[config.mk]
export PLATFORM = sky130hd
export DESIGN_NAME = accum_requant_flat
export DESIGN_NICKNAME = d
export VERILOG_FILES = /design/src/rtl/accum_requant_if.sv /design/src/rtl/accum_requant.sv /design/src/flat_wrapper.sv
export SDC_FILE = /design/constraint.sdc
export NUM_CORES = 1
export LEC_CHECK = 0
export CAP_MARGIN = 20
export CORE_MARGIN = 1
export CORE_UTILIZATION = 59
export CTS_BUF_LIST = sky130_fd_sc_hd__clkbuf_16
export CTS_CLUSTER_DIAMETER = 200
export DETAILED_ROUTE_END_ITERATION = 10
export DONT_BUFFER_PORTS = 1
export PLACE_DENSITY_LB_ADDON = 0.05
export SETUP_SLACK_MARGIN = 0.4
export SLEW_MARGIN = 20
export SYNTH_ARGS = -nofsm -noshare
export SYNTH_HDL_FRONTEND = slang
export SYNTH_SLANG_ARGS = --single-unit
export TNS_END_PERCENT = 30
[constraint.sdc]
create_clock -name i_clk -period 4.5 [get_ports i_clk]
set_clock_uncertainty 0.15 [all_clocks]
set_input_delay 1.125 -clock i_clk [delete_from_list [all_inputs] [get_ports i_clk]]
set_output_delay 1.125 -clock i_clk [all_outputs]
set_load 0.01 [all_outputs]
[src/rtl/accum_requant_if.sv]
// Bus bundle between the channel accumulator, accum_requant and the consuming layer.
interface accum_requant_if #(
    parameter int unsigned DATA_WIDTH  = 32,
    parameter int unsigned OUT_WIDTH   = 8,
    parameter int unsigned SHIFT_WIDTH = 5,
    parameter int unsigned FIFO_DEPTH  = 4
);
    localparam int unsigned CNT_W = 7;
    localparam int unsigned LVL_W = $clog2(FIFO_DEPTH) + 1;

    logic                   stop_accum;
    logic [CNT_W-1:0]       acc_count;
    logic [DATA_WIDTH-1:0]  acc_data;
    logic [DATA_WIDTH-1:0]  bias;
    logic [SHIFT_WIDTH-1:0] shift;
    logic                   relu_en;
    logic [CNT_W-1:0]       expected_channels;
    logic                   clr_flags;
    logic [OUT_WIDTH-1:0]   out_data;
    logic                   out_valid;
    logic                   out_ready;
    logic [LVL_W-1:0]       fifo_level;
    logic                   sat_flag;
    logic                   overflow;
    logic                   chan_err;

    modport master (
        output stop_accum, acc_count, acc_data, bias, shift, relu_en,
               expected_channels, clr_flags, out_ready,
        input  out_data, out_valid, fifo_level, sat_flag, overflow, chan_err
    );

    modport slave (
        input  stop_accum, acc_count, acc_data, bias, shift, relu_en,
               expected_channels, clr_flags, out_ready,
        output out_data, out_valid, fifo_level, sat_flag, overflow, chan_err
    );
endinterface

[src/rtl/accum_requant.sv]
// Post-accumulation requantizer: bias add, round-half-up shift, optional ReLU,
// saturation to OUT_WIDTH, and a fall-through output FIFO with sticky status flags.
module accum_requant #(
    parameter int unsigned DATA_WIDTH  = 32,
    parameter int unsigned OUT_WIDTH   = 8,
    parameter int unsigned SHIFT_WIDTH = 5,
    parameter int unsigned FIFO_DEPTH  = 4
) (
    input  logic           i_clk,
    input  logic           i_rst_n,
    accum_requant_if.slave bus
);
    localparam int unsigned SUM_W = DATA_WIDTH + 1;
    localparam int unsigned RND_W = DATA_WIDTH + 2;
    localparam int unsigned PTR_W = $clog2(FIFO_DEPTH);
    localparam int unsigned LVL_W = PTR_W + 1;
    localparam logic signed [RND_W-1:0] OUT_MAX = RND_W'((1 << (OUT_WIDTH - 1)) - 1);
    localparam logic signed [RND_W-1:0] OUT_MIN = ~OUT_MAX;

    logic                          cap_valid;
    logic                          a_valid;
    logic signed [DATA_WIDTH-1:0]  a_data;
    logic signed [DATA_WIDTH-1:0]  a_bias;
    logic [SHIFT_WIDTH-1:0]        a_shift;
    logic                          a_relu;
    logic                          s1_valid;
    logic signed [SUM_W-1:0]       s1_sum;
    logic [SHIFT_WIDTH-1:0]        s1_shift;
    logic                          s1_relu;
    logic                          s2_valid;
    logic signed [RND_W-1:0]       s2_r;
    logic                          s2_relu;

    logic signed [SUM_W-1:0]       sum_c;
    logic signed [RND_W-1:0]       sum_ext_c;
    logic signed [RND_W-1:0]       rnd_c;
    logic signed [RND_W-1:0]       r_c;
    logic signed [RND_W-1:0]       relu_c;
    logic [OUT_WIDTH-1:0]          q_c;
    logic                          clip_c;

    logic [OUT_WIDTH-1:0]          mem [FIFO_DEPTH];
    logic [PTR_W-1:0]              wr_ptr;
    logic [PTR_W-1:0]              rd_ptr;
    logic [LVL_W-1:0]              level;
    logic [LVL_W-1:0]              level_next_c;
    logic                          out_valid_q;
    logic                          full_c;
    logic                          pop_c;
    logic                          push_c;
    logic                          drop_c;

    logic                          sat_q;
    logic                          ovf_q;
    logic                          chan_q;
    logic                          chan_set_c;

    // S1 sum and S2 rounding shift; the extra headroom bits keep both wrap-free
    always_comb begin
        sum_c     = {a_data[DATA_WIDTH-1], a_data} + {a_bias[DATA_WIDTH-1], a_bias};
        sum_ext_c = {s1_sum[SUM_W-1], s1_sum};
        rnd_c     = '0;
        if (s1_shift != '0) begin
            rnd_c = RND_W'(1) << (s1_shift - SHIFT_WIDTH'(1));
        end
        r_c = (sum_ext_c + rnd_c) >>> s1_shift;
    end

    // S3: ReLU then clamp; only the clamp counts as saturation
    always_comb begin
        relu_c = s2_r;
        if (s2_relu && s2_r[RND_W-1]) begin
            relu_c = '0;
        end
        q_c    = relu_c[OUT_WIDTH-1:0];
        clip_c = 1'b0;
        if (relu_c > OUT_MAX) begin
            q_c    = OUT_MAX[OUT_WIDTH-1:0];
            clip_c = 1'b1;
        end else if (relu_c < OUT_MIN) begin
            q_c    = OUT_MIN[OUT_WIDTH-1:0];
            clip_c = 1'b1;
        end
    end

    always_ff @(posedge i_clk or negedge i_rst_n) begin
        if (!i_rst_n) begin
            cap_valid <= 1'b0;
            a_valid   <= 1'b0;
            a_data    <= '0;
            a_bias    <= '0;
            a_shift   <= '0;
            a_relu    <= 1'b0;
            s1_valid  <= 1'b0;
            s1_sum    <= '0;
            s1_shift  <= '0;
            s1_relu   <= 1'b0;
            s2_valid  <= 1'b0;
            s2_r      <= '0;
            s2_relu   <= 1'b0;
        end else begin
            cap_valid <= bus.stop_accum;
            a_valid   <= cap_valid;
            s1_valid  <= a_valid;
            s2_valid  <= s1_valid;
            if (cap_valid) begin
                a_data  <= bus.acc_data;
                a_bias  <= bus.bias;
                a_shift <= bus.shift;
                a_relu  <= bus.relu_en;
            end
            if (a_valid) begin
                s1_sum   <= sum_c;
                s1_shift <= a_shift;
                s1_relu  <= a_relu;
            end
            if (s1_valid) begin
                s2_r    <= r_c;
                s2_relu <= s1_relu;
            end
        end
    end

    // A push into a full FIFO survives only when the head is popped on the same edge
    always_comb begin
        full_c       = (level == LVL_W'(FIFO_DEPTH));
        pop_c        = (level != '0) && bus.out_ready;
        push_c       = s2_valid && (!full_c || pop_c);
        drop_c       = s2_valid && full_c && !pop_c;
        level_next_c = level + LVL_W'(push_c) - LVL_W'(pop_c);
        chan_set_c   = bus.stop_accum && (bus.acc_count != bus.expected_channels);
    end

    always_ff @(posedge i_clk or negedge i_rst_n) begin
        if (!i_rst_n) begin
            mem         <= '{default: '0};
            wr_ptr      <= '0;
            rd_ptr      <= '0;
            level       <= '0;
            out_valid_q <= 1'b0;
        end else begin
            if (push_c) begin
                mem[wr_ptr] <= q_c;
                wr_ptr      <= wr_ptr + PTR_W'(1);
            end
            if (pop_c) begin
                rd_ptr <= rd_ptr + PTR_W'(1);
            end
            level       <= level_next_c;
            out_valid_q <= (level_next_c != '0);
        end
    end

    // Sticky flags: a set event on the clearing edge wins
    always_ff @(posedge i_clk or negedge i_rst_n) begin
        if (!i_rst_n) begin
            sat_q  <= 1'b0;
            ovf_q  <= 1'b0;
            chan_q <= 1'b0;
        end else begin
            sat_q  <= (s2_valid && clip_c) || (sat_q && !bus.clr_flags);
            ovf_q  <= drop_c || (ovf_q && !bus.clr_flags);
            chan_q <= chan_set_c || (chan_q && !bus.clr_flags);
        end
    end

    assign bus.out_data   = mem[rd_ptr];
    assign bus.out_valid  = out_valid_q;
    assign bus.fifo_level = level;
    assign bus.sat_flag   = sat_q;
    assign bus.overflow   = ovf_q;
    assign bus.chan_err   = chan_q;
endmodule

[src/flat_wrapper.sv]
// flat-port wrapper written by rule: the top's interface ports become plain ports
module accum_requant_flat 
#(
    parameter int unsigned DATA_WIDTH  = 32,
    parameter int unsigned OUT_WIDTH   = 8,
    parameter int unsigned SHIFT_WIDTH = 5,
    parameter int unsigned FIFO_DEPTH  = 4
)
  (i_clk, i_rst_n, bus_stop_accum, bus_acc_count, bus_acc_data, bus_bias, bus_shift, bus_relu_en, bus_expected_channels, bus_clr_flags, bus_out_ready, bus_out_data, bus_out_valid, bus_fifo_level, bus_sat_flag, bus_overflow, bus_chan_err);
  accum_requant_if #(.DATA_WIDTH(DATA_WIDTH), .OUT_WIDTH(OUT_WIDTH), .SHIFT_WIDTH(SHIFT_WIDTH), .FIFO_DEPTH(FIFO_DEPTH)) bus_i ();
  input  logic i_clk;
  input  logic i_rst_n;
  input wire logic [$bits(bus_i.stop_accum)-1:0] bus_stop_accum;
  input wire logic [$bits(bus_i.acc_count)-1:0] bus_acc_count;
  input wire logic [$bits(bus_i.acc_data)-1:0] bus_acc_data;
  input wire logic [$bits(bus_i.bias)-1:0] bus_bias;
  input wire logic [$bits(bus_i.shift)-1:0] bus_shift;
  input wire logic [$bits(bus_i.relu_en)-1:0] bus_relu_en;
  input wire logic [$bits(bus_i.expected_channels)-1:0] bus_expected_channels;
  input wire logic [$bits(bus_i.clr_flags)-1:0] bus_clr_flags;
  input wire logic [$bits(bus_i.out_ready)-1:0] bus_out_ready;
  output wire logic [$bits(bus_i.out_data)-1:0] bus_out_data;
  output wire logic [$bits(bus_i.out_valid)-1:0] bus_out_valid;
  output wire logic [$bits(bus_i.fifo_level)-1:0] bus_fifo_level;
  output wire logic [$bits(bus_i.sat_flag)-1:0] bus_sat_flag;
  output wire logic [$bits(bus_i.overflow)-1:0] bus_overflow;
  output wire logic [$bits(bus_i.chan_err)-1:0] bus_chan_err;
  assign bus_i.stop_accum = bus_stop_accum;
  assign bus_i.acc_count = bus_acc_count;
  assign bus_i.acc_data = bus_acc_data;
  assign bus_i.bias = bus_bias;
  assign bus_i.shift = bus_shift;
  assign bus_i.relu_en = bus_relu_en;
  assign bus_i.expected_channels = bus_expected_channels;
  assign bus_i.clr_flags = bus_clr_flags;
  assign bus_i.out_ready = bus_out_ready;
  assign bus_out_data = bus_i.out_data;
  assign bus_out_valid = bus_i.out_valid;
  assign bus_fifo_level = bus_i.fifo_level;
  assign bus_sat_flag = bus_i.sat_flag;
  assign bus_overflow = bus_i.overflow;
  assign bus_chan_err = bus_i.chan_err;
  accum_requant #(.DATA_WIDTH(DATA_WIDTH), .OUT_WIDTH(OUT_WIDTH), .SHIFT_WIDTH(SHIFT_WIDTH), .FIFO_DEPTH(FIFO_DEPTH)) u_core (.i_clk(i_clk), .i_rst_n(i_rst_n), .bus(bus_i));
endmodule
* Word-level counts from Yosys, hierarchy flattened *
Index checks and enable logic that the tools add are counted.

operators by class
  bitwise logic cells = 2
  $lt $le $gt $ge = 5
  reductions and logical operators = 21
  eq/ne operators = 2
  add/sub/neg operators = 7
  shift operators = 2
  muxes and demuxes = 12

operators with widths
  cell                                                            count
  2-to-1 mux 34 bit                                               2
  2-to-1 mux 8 bit                                                5
  adder 33 x 34 -> 34 bit                                         1
  greater-than comparator 34 x 8 -> 1 bit, second input constant  1
  less-than comparator 34 x 8 -> 1 bit, second input constant     1
  left shift 1 x 5 -> 34 bit, first input constant                1
  >>> shifter 34 x 5 -> 34 bit                                    1
  adder 32 x 32 -> 33 bit                                         1
  bitwise mux 32 bit                                              1
  binary-select mux 8 bit (select 2 bit)                          1
  demux 8 bit (select 2 bit)                                      1
  logical AND 1 bit                                               11
  inequality test 7 bit                                           1
  >= comparator 3 bit, second input constant                      2
  inverter 2 -> 3 bit                                             2
  nonzero test 3 bit                                              2
  nonzero test 5 bit                                              1
  subtractor 5 x 1 -> 5 bit, second input constant                1
  adder 2 x 1 -> 2 bit, second input constant                     2
  logical OR 1 bit                                                4
  adder 3 x 1 -> 3 bit                                            1
  equality test 3 bit, second input constant                      1
  logical NOT 1 bit                                               3
  less-than comparator 3 x 1 -> 1 bit, second input constant      1
  other kinds (2)                                                 3

word-level totals
  word-level logic and storage cells = 75
  input bits = 89
  output and inout bits = 15
  bits in registers = 191

* Logic depth before layout (Yosys ltp) *
  depth after elaboration = 7
  mapped depth = 19
  depth with buffers taken out = 15

* Worst setup path before layout *
No wires, ideal clock.

  path type = register to register
  start = register u_core.s1_shift[1]
  end = register u_core.s2_r[7]
  library setup time = 142 ps
  stages on the path, launching flop included = 19
  setup slack = -240 ps
  path buffers = 5
  arrival = 4447 ps
  required time = 4208 ps
  period minus slack after synthesis = 4740 ps
  cell sequence = dfrtp_1 -> clkbuf_1 -> clkbuf_1 -> nand2_1 -> clkbuf_1 -> nor2_1 -> fa_1 -> a211o_1 -> a21o_1 -> a32o_1 -> or3_1 -> buf_2 -> and3_4 -> buf_6 -> or3_4 -> a31o_1 -> mux4_2 -> mux2i_1 -> o221ai_1

between the ends
  longest elaborated chain between the ends = 5
  elaborated cells between the ends (all ways) = 6
  classes of those cells = 2 x add/sub; 2 x shift; 1 x mux; 1 x reduce/logical

RTL lines
  item                            line                  source
  start: declaration              accum_requant.sv:28   logic [SHIFT_WIDTH-1:0] s1_shift;
  start signal: assignment        accum_requant.sv:114  s1_shift <= a_shift;
  subtractor 5 x 1 -> 5 bit       accum_requant.sv:64   rnd_c = RND_W'(1) << (s1_shift - SHIFT_WIDTH'(1));
  left shift 1 x 5 -> 34 bit      accum_requant.sv:64
  2-to-1 mux 34 bit               accum_requant.sv:63   if (s1_shift != '0) begin
  adder 33 x 34 -> 34 bit         accum_requant.sv:66   r_c = (sum_ext_c + rnd_c) >>> s1_shift;
  >>> shifter 34 x 5 -> 34 bit *  accum_requant.sv:66
  end signal: assignment          accum_requant.sv:118  s2_r <= r_c;
  end: declaration                accum_requant.sv:31   logic signed [RND_W-1:0] s2_r;

Mark *: on every way between the ends. The rest lies on a longest branch, timed or not.
A chain may end at the register's enable or synchronous reset.

* Final worst setup path *
Same ends and word-level chain as after synthesis.

==> flow_metrics.env <==
export IMPL_status="finished, final reports clean"
export IMPL_multiInputGateArea_mm2=0.008964
export IMPL_io_pins=104
export IMPL_insertedDiodeCount=0
export IMPL_synth_area_leader_cell="dfrtp_1"
export IMPL_seq_area_mm2=0.004790
export IMPL_final_cell_count_no_fill=1857
export IMPL_synthCells=1459
export IMPL_vdd_drop_max_v=0.0002884
export IMPL_cp_start_kind="register"
export IMPL_grt_antenna_before_repair=0
export IMPL_synth_seq_area_share=0.3537
export IMPL_area_delta_synth_final_pct=19.40
export IMPL_critPathKind="reg2reg"
export IMPL_met3_length_um=2033
export IMPL_wl_met2_um=19520
export IMPL_path_cells="inv_4 > nand2_4 > nor2_4 > ha_4 > fa_2 > a211o_1 > a21o_1 > a32o_2 > or3_4 > and3_4 > or3_4 > a31o_1 > mux4_2 > mux2i_1 > o221ai_1"
export IMPL_fmax_ghz=0.2365
export IMPL_ys_types=81
export IMPL_grt_pass1_wl_um=63600
export IMPL_drt_met1_wl_um=16600
export IMPL_finalCritPeriodShare=0.9396
export IMPL_root_buffer="clkbuf_16"
export IMPL_synth_top_area_frac=0.3537
export IMPL_die_h_um=153.3
export IMPL_dpl_cell_count=1797
export IMPL_arrival_ns=4.37
export IMPL_yosysMostFrequentCell="dfrtp_1"
export IMPL_dp_hpwl_um=29200
export IMPL_slowest_delay_ns=0.51
export IMPL_synth_common_cells="191 x dfrtp_1, 130 x nand2_1, 111 x nor2_1"
export IMPL_start_util=0.5987
export IMPL_cp_required_ns=4.65
export IMPL_p_leak_nw=6.960
export IMPL_syn_nets=1621
export IMPL_top_layer_used="met4"
export IMPL_synthArstFlopShare=1.000
export IMPL_cp_common_cell="or3_4"
export IMPL_fp_row_count=55
export IMPL_place_congestion=0.9542
export IMPL_relSlewSlack=0.5628
export IMPL_vias=12251
export IMPL_tightest_slew_ns=0.6557
export IMPL_synth_area_per_cell_um2=9.263
export IMPL_syn_area_mm2=0.01351
export IMPL_drive_above_1_share=0.2907
export IMPL_drv_slew=0
export IMPL_htreeDepth=4
export IMPL_crit_family="compound AO/OA/AOI/OAI gates"
export IMPL_wirelength_um=40020
export IMPL_cp_slowest_cell="mux4_2"
export IMPL_synth_edff_count=0
export IMPL_max_cap_viol_count=0
export IMPL_io_buffers=0
export IMPL_hold_buffers=0
export IMPL_rsz0062_at_grt="true"
export IMPL_cts_tree="built"
export IMPL_clk_latency_ns=0.45
export IMPL_cts_clk_slew_worst_paths_ns=0.08
export IMPL_pre_cts_slack_ns=-0.1010
export IMPL_drc=0
export IMPL_num_nets_final=1721
export IMPL_cts_buffers=17
export IMPL_grt_max_degree=192
export IMPL_finalSetupViolCount=0
export IMPL_ys_warn_count=0
export IMPL_crit_buf_inv=1
export IMPL_grt_pass1_vias=11871
export IMPL_core_area_mm2=0.02257
export IMPL_crit_fanout=7
export IMPL_setup_tns_ns=0
export IMPL_end_kind="register"
export IMPL_layout_min_cycle_time_ns=4.228
export IMPL_numClockSinks=191
export IMPL_synth_area_top_cells="dfrtp_1 35%, mux2_2 8.4%, ha_1 6.5%, nand2_1 3.6%, a21oi_1 3.4%"
export IMPL_dieArea_mm2=0.02351
export IMPL_hold_class="in2async"
export IMPL_track_usage=0.3432
export IMPL_fillers=1718
export IMPL_cts_buffer_depth=2
export IMPL_powerDensity_mw_per_mm2=529.3
export IMPL_grt_overflow=0
export IMPL_ant_nets=0
export IMPL_ys_ff_latch=191
export IMPL_fp_dieW_um=153.3
export IMPL_drt_iter0_drc=919
export IMPL_hold_viol_final=0
export IMPL_timing_final_ws_setup_ns=0.2717
export IMPL_synth_ff_type="dfrtp_1"
export IMPL_wl_per_cell_um=21.55
export IMPL_vias_per_cell=6.597
export IMPL_firstDrtPassIters=5
[placed cells by master, fill, tap and decap left out, types with 12 or more instances in the layout]
| cell type | count |
|---|---|
| dfrtp_1 | 185 |
| buf_4 | 156 |
| nand2_1 | 118 |
| mux2_2 | 100 |
| nor2_1 | 95 |
| o21ai_0 | 80 |
| a21oi_1 | 75 |
| ha_1 | 60 |
| inv_1 | 41 |
| nand3_1 | 39 |
| xnor2_1 | 35 |
| a21o_1 | 31 |
| nor3_1 | 25 |
| o211ai_1 | 21 |
| mux4_2 | 20 |
| a31oi_1 | 20 |
| nand4_1 | 19 |
| xor2_1 | 18 |
| a21oi_2 | 18 |
| mux2i_1 | 18 |
| clkbuf_16 | 17 |
| a211oi_1 | 16 |
| o21a_1 | 14 |
| nor4_1 | 12 |
[path summary, 6_finish.rpt]
check,depth (start not counted),slack (ns),end,from
hold / removal,0,0.22,u_core.s1_valid$_DFF_PN0_,i_rst_n
setup reg to reg,15,0.27,u_core.s2_r[7]$_DFFE_PN0P_,u_core.s1_shift[1]$_DFFE_PN0P_
max in group asynchronous,0,3.70,u_core.s1_sum[16]$_DFFE_PN0P_,i_rst_n
min in group i_clk,2,0.33,u_core.mem[0]$_DFFE_PN0P_,u_core.mem[0]$_DFFE_PN0P_
setup / recovery,15,0.27,u_core.s2_r[7]$_DFFE_PN0P_,u_core.s1_shift[1]$_DFFE_PN0P_
hold reg to reg,2,0.33,u_core.mem[0]$_DFFE_PN0P_,u_core.mem[0]$_DFFE_PN0P_
[area by class of cell]
| class | instances | area share |
|---|---|---|
| sequential | 191 | 0.2968 |
| inverter | 44 | 0.01062 |
| tap | 285 | 0.02210 |
| multi-input combinational | 1140 | 0.5555 |
| clock inverter | 15 | 0.009460 |
| timing repair buffer | 165 | 0.07909 |
| clock buffer | 17 | 0.02636 |
[layer usage]
layer	vias to the layer above	GRT usage
met4	0	0.1567
met2	463	0.5777
met5	-	0
met3	117	0.04168
met1	5975	0.4434
li1	5696	-
[logic make-up (layout without fill, tap and decap cells)]
group                    after synthesis  in the layout  synth area share
AO/OA/AOI/OAI                        444            444            0.2228
adder cells (fa/ha/maj)               73             73           0.06925
flip-flops                           191            191            0.3537
AND/OR/NAND/NOR                      424            424            0.1484
XOR/XNOR                              55             55           0.03564
other                                  1              1         0.0002775
multiplexers                         143            143            0.1338
buffers and inverters                128            241           0.03620
[metrics by stage]
stage               utilization  hold slack, ns  cell area (um^2)  power, mW
global placement         0.6491          0.3067             14650      6.512
floorplan                     -          0.2019             13680      5.243
finish                   0.7149          0.2181             16140      8.541
global route             0.7149          0.2012             16140      9.062
CTS                      0.6881          0.2091             15530      8.236
detailed placement       0.6491          0.3199             14650      6.583
[report_power, final]
part	internal, mW	switching (mW)	leakage [nW]	total [mW]
logic	2.00	2.39	4.41	4.39
registers	2.22	0.433	2.27	2.65
clock network	0.740	0.760	0.283	1.50
[state kept, by name, summed over array words and instances, names as in the netlist, 2 cells and up]
signal                 count
u_core.a_shift             5
u_core.bus.fifo_level      3
u_core.s1_sum             33
u_core.a_bias             32
u_core.wr_ptr              2
u_core.s2_r               34
u_core.a_data             32
u_core.rd_ptr              2
u_core.s1_shift            5
u_core.mem                32
[timing repair]
action,CTS,global route
buffers inserted,10,18
resized for setup,63,101
pin swaps,17,40
endpoints found under the setup margin,33,35
gates cloned,0,0
Power figures use the tool's default switching activity.
